<file path="src/rtl/ifu_pkg.sv">
// Shared types and constants for the instruction fetch unit.
// Bus width, the NOP encoding and the fetch FSM states live here.
package ifu_pkg;

  localparam int unsigned REG_BUS_WIDTH = 32;
  localparam logic [31:0] INST_NOP      = 32'h0000_0013;
  localparam int unsigned STALL_IF      = 1;

  typedef enum logic [1:0] {
    IFU_REQ  = 2'd0,
    IFU_WAIT = 2'd1,
    IFU_HOLD = 2'd2
  } ifu_state_e;

endpackage

</file>
<file path="src/rtl/dff_lrc.sv">
// Register with synchronous active-low reset, synchronous clear and load enable.
// Clear has priority over load; both restore the reset value.
module dff_lrc #(
  parameter int unsigned       WIDTH   = 32,
  parameter logic [WIDTH-1:0]  RST_VAL = '0
) (
  input  logic             clk,
  input  logic             rst_n,
  input  logic             load_i,
  input  logic             clr_i,
  input  logic [WIDTH-1:0] d_i,
  output logic [WIDTH-1:0] q_o
);

  always_ff @(posedge clk) begin
    if (!rst_n) begin
      q_o <= RST_VAL;
    end else if (clr_i) begin
      q_o <= RST_VAL;
    end else if (load_i) begin
      q_o <= d_i;
    end
  end

endmodule

</file>
<file path="src/rtl/ifu.sv">
// Instruction fetch unit: owns the PC, runs a single-outstanding fetch on the
// instruction bus and presents the pc/inst pair to the IF/ID register.
module ifu
  import ifu_pkg::*;
#(
  parameter int unsigned      XLEN     = REG_BUS_WIDTH,
  parameter logic [XLEN-1:0]  RESET_PC = '0
) (
  input  logic            clk,
  input  logic            rst_n,
  input  logic [5:0]      stall_i,
  output logic            stallreq_o,
  input  logic            jump_i,
  input  logic [XLEN-1:0] jump_addr_i,
  output logic            ibus_req_o,
  output logic [XLEN-1:0] ibus_addr_o,
  input  logic            ibus_gnt_i,
  input  logic            ibus_rvalid_i,
  input  logic [31:0]     ibus_rdata_i,
  output logic [XLEN-1:0] pc_o,
  output logic [31:0]     inst_o
);

  ifu_state_e      state_q, state_d;
  logic            kill_q, kill_d;
  logic [XLEN-1:0] pc_q, pc_d;
  logic [XLEN-1:0] addr_q, addr_d;
  logic [31:0]     buf_q;

  logic            stall_if;
  logic            in_req, in_wait, in_hold;
  logic            hit;
  logic            valid_inst;
  logic            consume;
  logic [XLEN-1:0] jump_tgt;
  logic            unused_inputs;

  assign stall_if      = stall_i[STALL_IF];
  assign unused_inputs = ^{stall_i[5:2], stall_i[0], jump_addr_i[1:0]};
  assign jump_tgt      = {jump_addr_i[XLEN-1:2], 2'b00};

  assign in_req  = (state_q == IFU_REQ);
  assign in_wait = (state_q == IFU_WAIT);
  assign in_hold = (state_q == IFU_HOLD);

  assign hit        = in_wait && ibus_rvalid_i && !kill_q;
  assign valid_inst = rst_n && (hit || in_hold);
  assign consume    = valid_inst && !stall_if && !jump_i;

  // stallreq_o depends only on state and bus inputs, never on stall_i.
  assign stallreq_o  = !valid_inst;
  assign ibus_req_o  = rst_n && in_req;
  assign ibus_addr_o = addr_q;
  assign pc_o        = pc_q;

  always_comb begin
    inst_o = INST_NOP;
    if (rst_n) begin
      if (hit) begin
        inst_o = ibus_rdata_i;
      end else if (in_hold) begin
        inst_o = buf_q;
      end
    end
  end

  always_comb begin
    state_d = state_q;
    kill_d  = kill_q;

    if (jump_i) begin
      pc_d = jump_tgt;
    end else if (consume) begin
      pc_d = pc_q + XLEN'(4);
    end else begin
      pc_d = pc_q;
    end

    unique case (state_q)
      IFU_REQ: begin
        if (jump_i) begin
          kill_d = 1'b1;
        end
        if (ibus_gnt_i) begin
          state_d = IFU_WAIT;
        end
      end
      IFU_WAIT: begin
        if (ibus_rvalid_i) begin
          kill_d = 1'b0;
          if (kill_q || jump_i || !stall_if) begin
            state_d = IFU_REQ;
          end else begin
            state_d = IFU_HOLD;
          end
        end else if (jump_i) begin
          kill_d = 1'b1;
        end
      end
      IFU_HOLD: begin
        if (jump_i || !stall_if) begin
          state_d = IFU_REQ;
        end
      end
      default: begin
        state_d = IFU_REQ;
      end
    endcase

    // An ungranted request keeps its address even if a redirect moved pc_q;
    // the stale response is then dropped through kill_q.
    if (in_req && !ibus_gnt_i) begin
      addr_d = addr_q;
    end else begin
      addr_d = pc_d;
    end
  end

  always_ff @(posedge clk) begin
    if (!rst_n) begin
      state_q <= IFU_REQ;
      kill_q  <= 1'b0;
      pc_q    <= RESET_PC;
      addr_q  <= RESET_PC;
    end else begin
      state_q <= state_d;
      kill_q  <= kill_d;
      pc_q    <= pc_d;
      addr_q  <= addr_d;
    end
  end

  dff_lrc #(
    .WIDTH   (32),
    .RST_VAL (INST_NOP)
  ) u_inst_buf (
    .clk    (clk),
    .rst_n  (rst_n),
    .load_i (hit && stall_if),
    .clr_i  (in_hold && jump_i),
    .d_i    (ibus_rdata_i),
    .q_o    (buf_q)
  );

  a_addr_stable: assert property (
    @(posedge clk) disable iff (!rst_n)
      (ibus_req_o && !ibus_gnt_i) |=> (ibus_addr_o == $past(ibus_addr_o))
  );

endmodule

</file>
<file path="config.mk">
export PLATFORM = sky130hd
export DESIGN_NAME = ifu
export DESIGN_NICKNAME = d
export VERILOG_FILES = /design/src/rtl/ifu_pkg.sv /design/src/rtl/dff_lrc.sv /design/src/rtl/ifu.sv
export SDC_FILE = /design/constraint.sdc
export NUM_CORES = 1
export LEC_CHECK = 0
export ABC_AREA = 1
export CAP_MARGIN = 25
export CORE_MARGIN = 3
export CORE_UTILIZATION = 40
export CTS_CLUSTER_SIZE = 24
export DETAILED_ROUTE_END_ITERATION = 16
export GPL_TIMING_DRIVEN = 0
export PLACE_DENSITY = 0.76
export SYNTH_ARGS = -nofsm -noshare
export SYNTH_HDL_FRONTEND = slang
export SYNTH_SLANG_ARGS = --single-unit
</file>
<file path="constraint.sdc">
create_clock -name clk -period 1.7 [get_ports clk]
set_input_delay 0.51 -clock clk [delete_from_list [all_inputs] [get_ports clk]]
set_output_delay 0.51 -clock clk [all_outputs]
set_load 0.01 [all_outputs]
</file>
# Word-level counts from Yosys, hierarchy flattened
# Cells that the tools add are included.
[word_totals] regBits=99 inputBits=75 out_inout_bits=98 word_cells=47
[op_classes] add_sub_neg=1 eq_ne=5 mux=13 bitwise_logic=1 reduce_logical=22
[ops] operator="2-to-1 mux 32 bit" count=5
[ops] operator="adder 32 x 3 -> 32 bit (second input constant)" count=1
[ops] operator="logical AND 1 bit" count=9
[ops] operator="2-to-1 mux 2 bit" count=4
[ops] operator="case mux 2 bit (3 select lines)" count=1
[ops] operator="logical NOT 1 bit" count=5
[ops] operator="logical OR 1 bit" count=4
[ops] operator="!= test 2 bit (second input constant)" count=2
[ops] operator="AND reduction 3 bit" count=1
[ops] operator="== test 2 x 1 -> 1 bit (second input constant)" count=1
[ops] operator="== test 2 bit (second input constant)" count=1
[ops] operator="logical NOT 2 bit" count=1
[ops] operator="2-to-1 mux 1 bit" count=2
[ops] operator="!= test 2 x 1 -> 1 bit (second input constant)" count=1
[ops] operator="case mux 1 bit (2 select lines)" count=1
[ops] operator="nonzero test 2 bit" count=1
[ops] operator="OR reduction 2 bit" count=1
[ops] operator="inverter 1 bit" count=1

# Longest topological paths before layout
[logic_depth] ltp_word=9 mapped_depth=12 mapped_depth_nobuf=12

# Hierarchy
# Synthesis repeated with hierarchy kept, for this count alone.
[unflattened] cells_unflattened=838 area_unflattened_um2=5410.2
[modules_own_cells] mod="ifu" instances=1 cells_each=696 area_per_inst_um2=4187.8 seq_area_each_um2=1341.3
[modules_own_cells] mod="dff_lrc" instances=1 cells_each=142 area_per_inst_um2=1222.4 seq_area_each_um2=640.6

# Worst setup path after synthesis
# OpenSTA, ideal clock, no wires.
[synth_timing] path_kind="in2out" from="input ibus_rvalid_i" to="output inst_o[13]" t_arrival_ns=1.451 required_time_ns=1.190 path_slack_ns=-0.261 cell_stages=6 n_path_buf=2 path_cell_list="nand4_1 > buf_4 > inv_1 > buf_2 > nor2_1 > a211oi_1"
[synth_between] elab_chain_cells=4
[synth_lines] element="start, declared" line_no="ifu.sv:18" rtl="input logic ibus_rvalid_i,"
[synth_lines] element="logical AND 1 bit (2 in a row)" line_no="ifu.sv:46" rtl="assign hit = in_wait && ibus_rvalid_i && !kill_q;"
[synth_lines] element="2-to-1 mux 32 bit" line_no="ifu.sv:59" rtl="if (hit) begin"
[synth_lines] element="2-to-1 mux 32 bit" line_no="ifu.sv:58" rtl="if (rst_n) begin"
[synth_lines] element="end, declared" line_no="ifu.sv:21" rtl="output logic [31:0] inst_o"
# Every way passes these cells.

# Worst setup path after layout
[layout_timing] from="register kill_q" to="output inst_o[29]"
[layout_between] elab_chain_cells=4
[layout_lines] element="start, declared" line_no="ifu.sv:25" rtl="logic kill_q, kill_d;"
[layout_lines] element="start signal, assigned" line_no="ifu.sv:127" rtl="kill_q <= kill_d;"
[layout_lines] element="logical NOT 1 bit" line_no="ifu.sv:46"
[layout_lines] element="logical AND 1 bit" line_no="ifu.sv:46"
[layout_lines] element="2-to-1 mux 32 bit" line_no="ifu.sv:59"
[layout_lines] element="2-to-1 mux 32 bit" line_no="ifu.sv:58"
# Every way passes these cells.

==> impl_results.md <==
* Outcome: complete, but fails checks
* Violated checks: negative setup slack
* Cell mode on critical path: buf_6
* Initial Util at 0.412
* Highest clock rate at roughly 440 MHz
* Max VDD drop at 630 uV
* Die width at ~120 um
* Clock slew at reported path FFs at 0.07 ns
* Largest net degree at the start of global routing at 17
* Avg Inst Size Synth at between 6 and 7 um2
* Clock power share at 0.296
* Worst Tran Pin Value at about 0.89 ns
* Worst Path Required at 1.19 ns
* WL met1 at 8.18 mm
* Sum Neg Setup Slack at -23.59 ns
* Hold_ws at about 0.46 ns
* Area contributors post-synth: dfxtp_1 38%, nand2_1 10%, inv_1 9.9%, nand3_1 8.4%, o21ai_0 5.4%
* Number of buffers created by CTS at 9
* CTS HTree Levels at 3
* Worst Path Max Fanout at 10
* Unrepaired setup endpoints after global routing: yes
* Combinational power share at 0.363
* Post-DR wirelength/cell at between 15 and 20 um
* DR WL met2 at between 10 and 15 mm
* Post-Syn Instances at 783
* Synth cell count leaders: 143 x nand2_1, 137 x inv_1, 99 x dfxtp_1
* Worst Skew at ~0.01 ns
* Worst min path class: reg2reg
* Die area at 14500 um2
* Final Hold Fails at 0
* Die H at ~120 um
* Slew margin rel. at 0.409
* Setup crit start kind: flop
* Synth cell types at 37
* Synth Cell Area at around 5200 um2
* DRC viols at 0
* Synth top area share at 0.380
* RePlAce Congestion at ~0.93
* Register area share after synthesis at 0.380
* Cell Pwr Density at 877 nW/um2
* Crit Path Category: reg2out
* Clk root buf: clkbuf_16
* Detailed Place HPWL at between 10 and 15 mm
* Number of synthesized register bits at ~100
* Cell family with most CP delay: buffers and inverters
* Switching pwr at between 2 and 3 mW
* CTS sink count at just under 100
* Internal power at around 5.4 mW
* Initial antenna violation count at 0
* WP buf/inv at 5
* Clk buf depth at 2
* EDFF count, synth at 0
* CP max-delay cell: dfxtp_2
* CP max stage delay at between 0.3 and 0.4 ns
* Routed Antenna Nets at 0
* Final wirelength at 21.5 mm
* First-pass GRT wire length at about 30 mm
* Most frequent cell after synthesis: nand2_1
* Max_cap viols at 0
* Post-synth top area cell: dfxtp_1
* Main flop type after synthesis: dfxtp_1
* # IOs at around 170
* Final setup fails at 95
* Input/output buffers at 164
* Gr ovfl total at 0
* Rows at just over 40
* Layout net count at 1079
* Slew Viols, Final at 0
* Iter 0 DRT Violations at ~540
* Net Sw Frac at 0.341
* Data arrival, critical path at 1.77 ns
* Final worst-path cycle share at 1.34
* Latest clock arrival within the worst-skew pair at approximately 0.36 ns
* Reg power frac at 0.340
* Routed vias at 6379
* CTS tree: yes
* Crit-path cells: inv_2 > nand4_1 > buf_6 > buf_6 > buf_12 > nor2_1 > a211oi_4 > buf_2
* DR vias/cell at 5.40
* Uppermost layer routed: met4
* Area delta synth->final at 77.4%
* Post-synthesis async set-or-reset flop share at 0
* CP Capture Type: primary output
* Pleak at about 4.2 nW
* Core area at between 10000 and 15000 um2
* Vias in the first global route at roughly 6000
* Final WS setup at -0.578 ns
* Drt pass-1 iters at 7
* Overall routing resource usage at 0.259
* Fin crit period at 2.28 ns
* DR WL met3 at approximately 1.9 mm
* Total number of yosys warnings at 0
* Layout cells sized above 1 at 0.350
* Synth Net Count at roughly 860
per-stage QoR:
stage	cells	utilization	instance area (um2)	power (mW)	setup WS [ns]
final	1181	0.730	9250	8.12	-0.578
after global routing	1180	0.730	9250	8.44	-0.639
after CTS	1166	0.660	8360	7.68	-0.530
after detailed placement	1119	0.591	7490	5.03	-1.28
after global placement	1119	0.591	7490	5.00	-1.27
after floorplan	783	-	5640	4.11	-0.0906
repair_timing:
| item | 4_1_cts | 5_1_grt |
|---|---|---|
| hold buffers | 0 | 0 |
| cloned | 9 | 3 |
| buffers inserted | 22 | 11 |
| pin swaps | 36 | 55 |
| endpoints found under the setup margin | 191 | 110 |
| resized for setup | 323 | 160 |
power groups by stage:
stage	clock network, mW	logic, mW	registers, mW
after floorplan	0	1.25	2.85
after global placement	0	2.21	2.79
after detailed placement	0	2.23	2.80
after CTS	2.40	2.53	2.75
after global routing	2.51	3.15	2.79
final	2.41	2.95	2.76
cells in the final DEF (no fill, tap or decap), types with 30 or more instances in the layout:
master           count
a21oi_1             30
buf_2               35
clkdlybuf4s50_1     64
dfxtp_1             76
dlygate4sd2_1       64
inv_1              132
nand2_1            131
nand3_2             62
nor2_1              36
o21ai_0             53
worst reg2reg max path, delay by kind of cell (launching register included):
family / cells / cell delay [ns]
flip-flops: 1 / 0.33
buffers and inverters: 6 / 0.65
AND/OR/NAND/NOR: 8 / 0.84
final timing paths:
| kind | from | end | slack (ns) | cells past startpoint |
|---|---|---|---|---|
| setup / recovery | kill_q | inst_o[29] | -0.58 | 8 |
| setup reg to reg | kill_q | ibus_addr_o[16] | -0.22 | 14 |
| hold / removal | pc_o[1] | pc_o[1] | 0.46 | 2 |
| hold reg to reg | pc_o[1] | pc_o[1] | 0.46 | 2 |
logic make-up after synthesis:
logic type | share of synthesized area
flip-flops | 0.380
AND/OR/NAND/NOR | 0.274
buffers and inverters | 0.146
AO/OA/AOI/OAI | 0.198
adder cells (fa/ha/maj) | 0.00240
metal layers:
metal	vias to the layer above	GRT usage
met3	81	0.0697
li1	2972	-
met2	331	0.444
met1	2995	0.307
met5	-	0
met4	0	0.110
registers in the layout (all words and copies together), names as in the netlist:
name	count
ibus_addr_o	32
kill_q	1
pc_o	32
state_q	2
u_inst_buf.q_o	32
area by class of cell:
| type | instances | area [um2] |
|---|---|---|
| multi-input cells | 499 | 3670 |
| fillers | 933 | 3420 |
| flip-flops and latches | 99 | 2020 |
| repair buffers | 209 | 2010 |
| inverters | 142 | 567 |
| plain buffers | 43 | 432 |
| clock buffers | 10 | 229 |
| well taps | 172 | 215 |
| clock inverters | 6 | 114 |
| diodes | 1 | 2.50 |
No activity file was read; power rests on OpenSTA's default activity.
